File: src/rtl/etapa6_signo_salida.sv
// etapa6_signo_salida: last stage of the pipelined divider. Applies sign correction
// to the unsigned quotient/remainder and buffers results in a 2-entry output queue.
`ifndef QLen
`define QLen 15
`endif
`ifndef DvLen
`define DvLen 7
`endif
`ifndef DdLen
`define DdLen 15
`endif

module etapa6_signo_salida (
    input  logic              clk,
    input  logic              reset,
    input  logic              goIn,
    input  logic [`DvLen:0]   divisorIn,
    input  logic [`DdLen:0]   dividendIn,
    input  logic [`QLen:0]    quotientIn,
    input  logic              negDivisorIn,
    input  logic              negDividendIn,
    input  logic              DivisorNoCeroIn,
    input  logic              ackIn,
    output logic              doneOut,
    output logic [`QLen:0]    quotientOut,
    output logic [`DvLen:0]   remainderOut,
    output logic              divZeroOut,
    output logic [1:0]        countOut,
    output logic              overflowOut
);
    localparam int QW = `QLen + 1;
    localparam int RW = `DvLen + 1;
    localparam int EW = QW + RW + 1;

    // Entry layout: {quotient, remainder, divZero}; truncating division, remainder follows dividend sign.
    function automatic logic [EW-1:0] correct_sign(
        input logic [QW-1:0] q_mag,
        input logic [RW-1:0] r_mag,
        input logic          neg_dv,
        input logic          neg_dd,
        input logic          dv_nz
    );
        logic [QW-1:0] q_v;
        logic [RW-1:0] r_v;
        if (!dv_nz) begin
            q_v = {QW{1'b1}};
            r_v = {RW{1'b0}};
        end else begin
            q_v = (neg_dv ^ neg_dd) ? ({QW{1'b0}} - q_mag) : q_mag;
            r_v = neg_dd ? ({RW{1'b0}} - r_mag) : r_mag;
        end
        return {q_v, r_v, ~dv_nz};
    endfunction

    logic [EW-1:0] entry_s;
    logic          pop_s;
    logic [EW-1:0] head_q, head_d;
    logic [EW-1:0] tail_q, tail_d;
    logic [1:0]    count_q, count_d;
    logic          done_q, done_d;
    logic          ovf_q, ovf_d;
    logic          unused_s;

    assign unused_s = ^{divisorIn, dividendIn[`DdLen:RW]};
    assign entry_s  = correct_sign(quotientIn, dividendIn[RW-1:0],
                                   negDivisorIn, negDividendIn, DivisorNoCeroIn);
    assign pop_s    = ackIn & done_q;

    // Queue next-state: head always holds the oldest entry and is zero when empty.
    always_comb begin
        head_d  = head_q;
        tail_d  = tail_q;
        count_d = count_q;
        ovf_d   = ovf_q;
        case (count_q)
            2'd0: begin
                if (goIn) begin
                    head_d  = entry_s;
                    count_d = 2'd1;
                end else begin
                    head_d  = {EW{1'b0}};
                end
            end
            2'd1: begin
                if (pop_s && goIn) begin
                    head_d = entry_s;
                end else if (pop_s) begin
                    head_d  = {EW{1'b0}};
                    count_d = 2'd0;
                end else if (goIn) begin
                    tail_d  = entry_s;
                    count_d = 2'd2;
                end else begin
                    head_d = head_q;
                end
            end
            2'd2: begin
                if (pop_s) begin
                    head_d  = tail_q;
                    tail_d  = goIn ? entry_s : {EW{1'b0}};
                    count_d = goIn ? 2'd2 : 2'd1;
                end else if (goIn) begin
                    ovf_d = 1'b1;
                end else begin
                    ovf_d = ovf_q;
                end
            end
            default: begin
                head_d  = {EW{1'b0}};
                tail_d  = {EW{1'b0}};
                count_d = 2'd0;
            end
        endcase
        done_d = (count_d != 2'd0);
    end

    // State registers with synchronous reset taking priority over push and pop.
    always_ff @(posedge clk) begin
        if (reset) begin
            head_q  <= {EW{1'b0}};
            tail_q  <= {EW{1'b0}};
            count_q <= 2'd0;
            done_q  <= 1'b0;
            ovf_q   <= 1'b0;
        end else begin
            head_q  <= head_d;
            tail_q  <= tail_d;
            count_q <= count_d;
            done_q  <= done_d;
            ovf_q   <= ovf_d;
        end
    end

    assign doneOut      = done_q;
    assign quotientOut  = head_q[EW-1 -: QW];
    assign remainderOut = head_q[RW:1];
    assign divZeroOut   = head_q[0];
    assign countOut     = count_q;
    assign overflowOut  = ovf_q;

endmodule

File: config.mk
export PLATFORM = sky130hd
export DESIGN_NAME = etapa6_signo_salida
export DESIGN_NICKNAME = d
export VERILOG_FILES = /design/src/rtl/etapa6_signo_salida.sv
export SDC_FILE = /design/constraint.sdc
export NUM_CORES = 1
export LEC_CHECK = 0
export ABC_CLOCK_PERIOD_IN_PS = 3200
export CORE_MARGIN = 4
export CORE_UTILIZATION = 52
export CTS_CLUSTER_DIAMETER = 200
export CTS_CLUSTER_SIZE = 8
export DETAILED_ROUTE_END_ITERATION = 6
export GPL_ROUTABILITY_DRIVEN = 0
export MAX_ROUTING_LAYER = met4
export PLACE_DENSITY = 0.95
export SETUP_SLACK_MARGIN = 0.2
export SYNTH_ARGS = -nofsm -noshare
export SYNTH_HDL_FRONTEND = slang
export SYNTH_SLANG_ARGS = --single-unit
export TNS_END_PERCENT = 50
File: constraint.sdc
create_clock -name clk -period 3.2 [get_ports clk]
set_clock_uncertainty 0.05 [all_clocks]
set_input_delay 0.96 -clock clk [delete_from_list [all_inputs] [get_ports clk]]
set_output_delay 0.96 -clock clk [all_outputs]
set_load 0.01 [all_outputs]
Word level (Yosys, flattened, before mapping)
Cells that the tools add are included.
W data, S select, Z words.
{ "classes": {"muxes": 21, "reduce_logical": 6, "eq_ne": 7, "n_addsub": 2, "bitwise_logic": 5} }
{ "op_table": {"columns": ["operator", "count"], "rows": [
  ["$mux W25", 8],
  ["$pmux W25 S3", 2],
  ["$mux W16", 2],
  ["$mux W8", 2],
  ["$sub A1 B16 Y16 const A", 1],
  ["$mux W2", 6],
  ["$ne A2 B2 Y1 const B", 4],
  ["$sub A1 B8 Y8 const A", 1],
  ["$pmux W2 S3", 1],
  ["$reduce_and A5 Y1", 1],
  ["$ne A3 B3 Y1 const B", 1],
  ["$not A1 Y1", 3],
  ["$reduce_and A3 Y1", 1],
  ["$eq A2 B1 Y1 const B", 1],
  ["$eq A2 B2 Y1 const B", 1],
  ["$logic_not A2 Y1", 1],
  ["$reduce_and A2 Y1", 1],
  ["$reduce_bool A2 Y1", 1],
  ["$and A1 B1 Y1", 1],
  ["$logic_and A1 B1 Y1", 1],
  ["$xor A1 B1 Y1", 1]
]} }
{ "word_totals": {"word_cells": 46, "register_bits": 54, "output_inout_bits": 29} }

Depth between registers and ports, before layout
{ "logic_depth": {"depth_word": 7, "ltp_mapped": 8} }

Worst setup path before layout
No wires, ideal clock.
{ "synth_timing": {"path_type": "input to register", "start": "input quotientIn[0]", "end": "register head_q[17]", "stages": 7, "setup_time_ns": 0.125, "arrival_ns": 2.241, "required_time_ns": 3.025, "n_path_buf": 0, "setup_slack_ns": 0.784, "path_cell_list": "inv_1 -> ha_1 -> nor3b_2 -> a21oi_1 -> mux2_1 -> a222oi_1 -> nor2_1"} }
{ "synth_between": {"elab_chain_len": 5} }
{ "synth_rtl": {"columns": ["item", "line_no", "source"], "rows": [
  ["from (decl)", "19", "input logic [`QLen:0] quotientIn,"],
  ["$sub A1 B16 Y16 *", "49", "q_v = (neg_dv ^ neg_dd) ? ({QW{1'b0}} - q_mag) : q_mag;"],
  ["$mux W16 *", "49", null],
  ["$mux W16 *", "45", "if (!dv_nz) begin"],
  ["$mux W25, on equally long branches", "85, 77", null],
  ["$pmux W25 S3 *", "75", "case (count_q)"],
  ["to (signal assigned)", "120", "head_q <= {EW{1'b0}};"],
  ["to (decl)", "57", "logic [EW-1:0] head_q, head_d;"]
]} }
Every way passes the cells marked *; elsewhere a longest branch is shown, timed or not.
A chain may end at the register's enable or synchronous reset.

Worst setup path after layout
Ends and elaborated chain as after synthesis.

==> out/results.txt <==
Measured against its own limit, the worst slew margin works out to 24.7%. The number of buffers and inverters on the critical path is 2. Data on the critical path is required at its endpoint by 3.36 ns. STA puts the critical path data arrival time at 2.91 ns. The HPWL after detailed placement is 5.43 mm.

The worst setup path is of the primary input to register kind. Once detail routing completed, the nets flagged for antenna violations numbered 0. The die covers 6750 um^2. The first routing iteration left 164 violations.

The via count of the first global-routing pass is 2707. The final count of hold timing violations is 0, and the I/O pin total is 76. The count of cells resized by post-cts repair is 0, and the largest voltage drop on the vdd net is 0.000332 V. Sequential elements use 37.8% of the synthesized area.

TritonCTS built the clock tree. The repair_antennas step left the layout with diodes totalling 0. Traced cell by cell, the critical path runs through clkdlybuf4s50_1 -> inv_1 -> ha_1 -> nor3b_2 -> a21oi_1 -> mux2_1 -> a222oi_1 -> nor2_1. Once the floorplan was initialized, standard cells occupied 54.9% of the core. The logs give 0 for the total count of max-transition violations in the final report and 434 for the number of nets in the layout. In this run, CTS created clock tree buffers numbering 5.

The count of unresolved DRC violations after routing was 0; the portion of total power attributed to sequential cells was 48.1%. The logs give 5200 um^2 for the core area and 0 for the count of buffers added by post-CTS timing repair for setup. The via count was 2755; the number of antenna violations at the first check in global routing was 0. Along the worst path, the maximum fanout reaches 7. Sorting the synthesized cells by area gives the leading types as dfxtp_1, a22o_1, a22oi_1, nand2_1, nor2_1.

Entering global routing, the biggest net connects 24 pins. The total length of routed wires is 7.43 mm, and the shortest clock period the worst path allows after layout is 2.76 ns. After clock tree synthesis, the flow added hold-fix buffers numbering 0.

The number of levels the H-tree was split into is 2, and the y dimension of the die is 82.2 um. The net count of the mapped netlist was 371; the power density relative to cell area was 417 nW/um^2. Worst-path cell with the longest stage delay: clkdlybuf4s50_1. In the finished design, the share of the clock period the worst path needs comes to 86.1%. The flow ran to the end, and the final reports show no timing, DRC or antenna violations. The count of input and output buffers was 59. Ratio of routed vias to standard cells: 6.10. Synthesis instantiated 63 different standard cells from the library. After synthesis, the largest area contributor takes up 37.8% of total cell area. The clock network accounts for 25.0% of the total power. The total setup violations reported at the end of the flow was 0; the placed instance count was 444. The cell type contributing the most total cell area after synthesis was dfxtp_1. The final setup TNS is 0 ns. The post-route netlist has 9.16% of its cells at a drive strength greater than 1. In this design, the largest share of critical-path delay is due to buffers and inverters.

After synthesis the netlist holds a flip-flop and latch count of 54. The count of warnings emitted by yosys was 0. The slew of the pin with the lowest slew margin came out at 1.13 ns. The tools report the max-capacitance violation count as 0. Setup repair after global routing left no endpoint under its margin. For this run, the top clock speed supported by timing is 0.363 GHz.

Each instance of the synthesized netlist takes up on average 8.99 um^2. In this run switching power makes up 30.6% of total power. The global routing usage summed across all routing layers was 23.7%. The worst hold path belongs to the class register to register. Leakage dissipation: 1.41 nW.

The pre-antenna-repair detailed-routing pass consisted of 5 iterations. The critical path capture point type was a register. STA classifies the critical path startpoint as a primary input. For the standard-cell row count, the log shows 26.

Summing internal, switching and leakage power gives 1.52 mW. Relative to the synthesized area, the layout overhead comes to 27.1%. The number of enable-type register cells in the synthesized netlist is 0. Excluding fillers, the count of instances in the completed layout stands at 452.

The switching power total is 464 uW. The TritonCTS sink count was 54; the highest cell delay on the worst timing path was 0.42 ns. The floorplan step set the die width to 82.2 um. The async set-or-reset flop fraction in the synthesized netlist was 0%. The tree is rooted in a clkbuf_8. Summed over all layers, the global routing overflow is 0. Most used flip-flop cell after synthesis: dfxtp_1.

After technology mapping, the gate count stands at 318. The cell-internal power is 1.05 mW. The wire length per cell after detailed routing was 16.4 um; the clock transition at the register clock pins on the worst setup and hold paths after CTS was 0.10 ns. On the final layout, the worst hold slack is 0.422 ns. Combinational logic burns 26.9% of the power.

The synthesized netlist occupies a cell area of 2860 um^2. The maximum clock insertion buffer count was 2. For the wire length of the first global-routing pass, the log shows 12.1 mm. At the later pin of the worst-skew pair, clock insertion delay measures 0.31 ns.
[cells by family after synthesis]
logic type / count (synthesis) / share of synthesized area (%)
fa+ha+maj: 6 / 2.63
mux: 4 / 1.49
buf+inv: 32 / 5.56
flops: 54 / 37.8
simple gates: 98 / 18.0
xor+xnor: 15 / 4.86
compound gates: 109 / 29.7
[metal layers]
metal	track usage, %	vias up	wire [um]
met4	9.80	0	165
met2	38.8	133	3550
met1	27.8	1298	3110
li1	-	1307	-
met3	5.97	17	605
met5	-	-	0
[flip-flops by register name, indices dropped and copies added (netlist names)]
register and flops:
countOut 2, tail_q 25, head_q 25, overflowOut 1, doneOut 1
[placed cells by master (no fill, tap or decap), drive strengths merged, types with 2 or more instances in the layout]
cell type,n
a31oi,5
nor3,6
buf,16
ha,6
a32o,3
and3,2
or4,2
o21ai,13
a221o,9
and2,3
clkbuf,6
a21o,4
nand3b,3
dfxtp,54
a22o,20
nor2,27
nand2,27
clkdlybuf4s50,59
nor4,6
xor2,3
a41oi,4
or3,4
a21boi,2
nand3,6
xnor2,12
inv,12
mux2,2
o31ai,5
nand2b,4
a21oi,18
mux2i,2
nor2b,4
clkinv,3
a22oi,15
[worst min-delay path, cell delays in order (launching register included)]
cell and delay [ns]:
dfxtp_1 0.32, inv_1 0.05, o32ai_1 0.06
[power groups by stage]
stage	clock network, mW	logic [mW]	registers (mW)
after floorplan	0	0.218	0.755
after global placement	0	0.391	0.744
after detailed placement	0	0.402	0.745
after CTS	0.384	0.405	0.730
after global routing	0.411	0.443	0.735
final	0.379	0.407	0.730
[path summary, 6_finish.rpt]
path / startpoint / end / slack (ns) / cells after the start
worst max-delay path: quotientIn[0] / head_q[17] / 0.44 / 8
worst min-delay path: tail_q[7] / tail_q[7] / 0.42 / 2
worst max register to register: countOut[0] / head_q[11] / 0.67 / 6
worst min register to register: tail_q[7] / tail_q[7] / 0.42 / 2
[through the flow]
step	utilization, %	instance area, um^2	setup WS, ns
2_1_floorplan	-	2860	0.784
3_3_place_gp	68.1	3550	0.190
3_5_place_dp	68.1	3550	0.125
4_1_cts	69.8	3630	0.461
5_1_grt	69.8	3630	0.289
6_report	69.8	3630	0.444
[synth_stat cells (all sizes together), types with 2 or more instances]
cell type / instances
or4: 2
nand2: 27
a31oi: 5
nand3b: 3
a221o: 9
mux2i: 2
dfxtp: 54
and3: 2
o21ai: 13
a22o: 20
nand2b: 4
a32o: 3
a21o: 4
clkbuf: 7
a41oi: 4
o31ai: 5
nor2b: 4
a21boi: 2
xor2: 3
and2: 3
xnor2: 12
mux2: 2
or3: 4
a22oi: 15
nor3: 6
buf: 12
a21oi: 18
nand3: 6
inv: 12
nor2: 27
ha: 6
nor4: 6
[final cells by class]
cell class              instances  area [um^2]
inverters                      13         48.8
flip-flops and latches         54         1080
clock inverters                 2         13.8
clock buffers                   6         72.6
fillers                       414         1570
multi-input cells             232         1620
well taps                      70         87.6
repair buffers                 75          711
No activity file was read; power rests on OpenSTA's default activity.
==> edit (same flow settings) <==
`DvLen`: 7 -> 8.
--- a/src/rtl/etapa6_signo_salida.sv
+++ b/src/rtl/etapa6_signo_salida.sv
@@ -6,3 +6,3 @@
 `ifndef DvLen
-`define DvLen 7
+`define DvLen 8
 `endif
Ports: changed (resized divisorIn and remainderOut); port bits go from 76 to 78. No check against the original RTL was run, so the function may have changed too.
==> edit against the unedited design <==
  * Maximum frequency fell by 3.7%
  * Sequential share of layout area up 0.57 points
  * Non-clock buffer count rose by 1
  * Cell count up 2.7%
  * Design area increased by 1.8%
  * Power up 11%
  * First-iteration DRC count grew 59%
  * Wire length rose by 6.4%
  * Synthesized cell count up 3.8%
  * Sequential cell count is 2 higher
  * Sequential power grew 4.8%
  * Worst setup slack got worse by 0.11 ns
  * Area after synthesis grew 0.61%
==> edit: results (changes against the unedited design) <==
metric	value	unit	change
synthDistinctLibCells	55		was 63
startpoint	ackIn		was quotientIn[0]
max_slew.worst_pin.slew	0.9339	ns	was 1.125 ns
leakagePower	1.450	nW	was 1.408 nW
synthArstFlopShare	0		unchanged
nNonClkBuffers	76		was 75
grt_pass1_vias	2806		was 2,707
clock_sinks	56		was 54
diodes	0		unchanged
nonClkBufAreaFrac	0.1956		about the same
ir_worst_vdd	0.4042	mV	was 0.3321 mV
status	complete, no violations		unchanged
comb.multi_input.count	241		was 232
r2r_end	tail_q[22]		was head_q[11]
seq_area_frac_synth	0.3897		was 0.3781
fillers	389		was 414
first_iter_violations	260		was 164
switching_power	0.5004	mW	was 0.4638 mW
dpl.hpwl	5.740	mm	was 5.429 mm
inverters	13		unchanged
clk_latency	0.31	ns	about the same
hp-class	reg2reg		unchanged
grt_usage	0.2488		was 0.2370
worst-r2r-setup-slack	0.39	ns	was 0.67 ns
regArea	0.001121	mm²	was 0.001081 mm²
arrival	3.07	ns	was 2.91 ns
multi_input_area	0.001600	mm²	was 0.001619 mm²
nets	447		was 434
portBuffers	61		was 59
yosysWarnings	0		unchanged
synthTopCellsByArea	dfxtp_1 39%, nand2_1 4.2%, a22o_1 4.0%		was dfxtp_1 38%, a22o_1 6.1%, a22oi_1 3.9%
nClkBuffers	5		was 6
grt_pass1_wl	12.90	mm	was 12.05 mm
r2r_cells	7		was 6
end_kind	flop		unchanged
cp_max_fo	10		was 7
clkCellAreaFrac	0.03147		was 0.02376
holdPathEnd	tail_q[16]		was tail_q[7]
syn-num-nets	384		was 371
synth_common_cells	56 x dfxtp_1, 32 x nand2_1, 21 x a21oi_1, 21 x nor2_1, 15 x o21ai_0		was 54 x dfxtp_1, 27 x nand2_1, 27 x nor2_1, 20 x a22o_1, 17 x a21oi_1
critical_path.max_stage_delay	0.75	ns	was 0.42 ns
vias	2882		was 2,755
drive_gt1_frac	0.08883		was 0.09162
slowest_stage	nor2b_1		was clkdlybuf4s50_1
path_delay_family	simple AND/OR/NAND/NOR gates		was buffers and inverters
routedWlPerCell	17.04	µm	was 16.43 µm
grt_max_degree	21		was 24
path_clk_slew	0.10	ns	about the same
whs	0.4067	ns	was 0.4225 ns
min_from	tail_q[16]		was tail_q[7]
post_cts_buffers	0		unchanged
-- edit: changes by cell type after synthesis, sizes merged, moves of 5 or more --
cell / delta
nor2: -6
o21ai: +10
a22o: -7
nand2: +6
o22ai: +5
-- edit: layer usage --
layer / GRT usage / routed length, µm / up-vias
li1: - / - / 1344
met1: 0.3016 / 3175 / 1339
met2: 0.4103 / 3822 / 171
met3: 0.04338 / 722 / 28
met4: 0.09801 / 185 / 0
met5: - / 0 / -
-- edit: logic make-up (layout without fill, tap and decap cells) --
kind of cell    count (synthesis)  in the layout  synth area share
compound gates                116            116            0.2832
simple gates                   97             97            0.1749
flops                          56             56            0.3897
buf+inv                        33             97           0.05480
xor+xnor                       18             18           0.05742
fa+ha+maj                       6              6           0.02610
mux                             4              4           0.01392
-- edit: power by group through the flow --
stage	Sequential [mW]	Clock (mW)	Combinational, mW
after floorplan	0.794	0	0.226
after global placement	0.780	0	0.416
after detailed placement	0.781	0	0.427
after CTS	0.765	0.475	0.432
after global routing	0.771	0.505	0.473
final	0.765	0.478	0.437
-- edit: per-stage QoR --
stage               total power, mW    util  std cells  worst slack, ns  area [µm²]
finish                        1.680  0.7059        464           0.3379        3697
global route                  1.748  0.7059        464           0.2437        3697
CTS                           1.672  0.7054        464           0.3505        3695
detailed placement            1.208  0.6832        456          0.02494        3578
global placement              1.196  0.6832        456          0.09599        3578
floorplan                     1.019       -        330           0.7795        2877
-- edit: worst register-to-register path, stage by stage (launching register included) --
cell and delay (ns):
dfxtp_1 0.37, inv_1 0.12, ha_1 0.65, nand2b_1 0.14, o22ai_1 0.18, and4b_1 0.23
nor2b_1 0.75, a22o_1 0.27
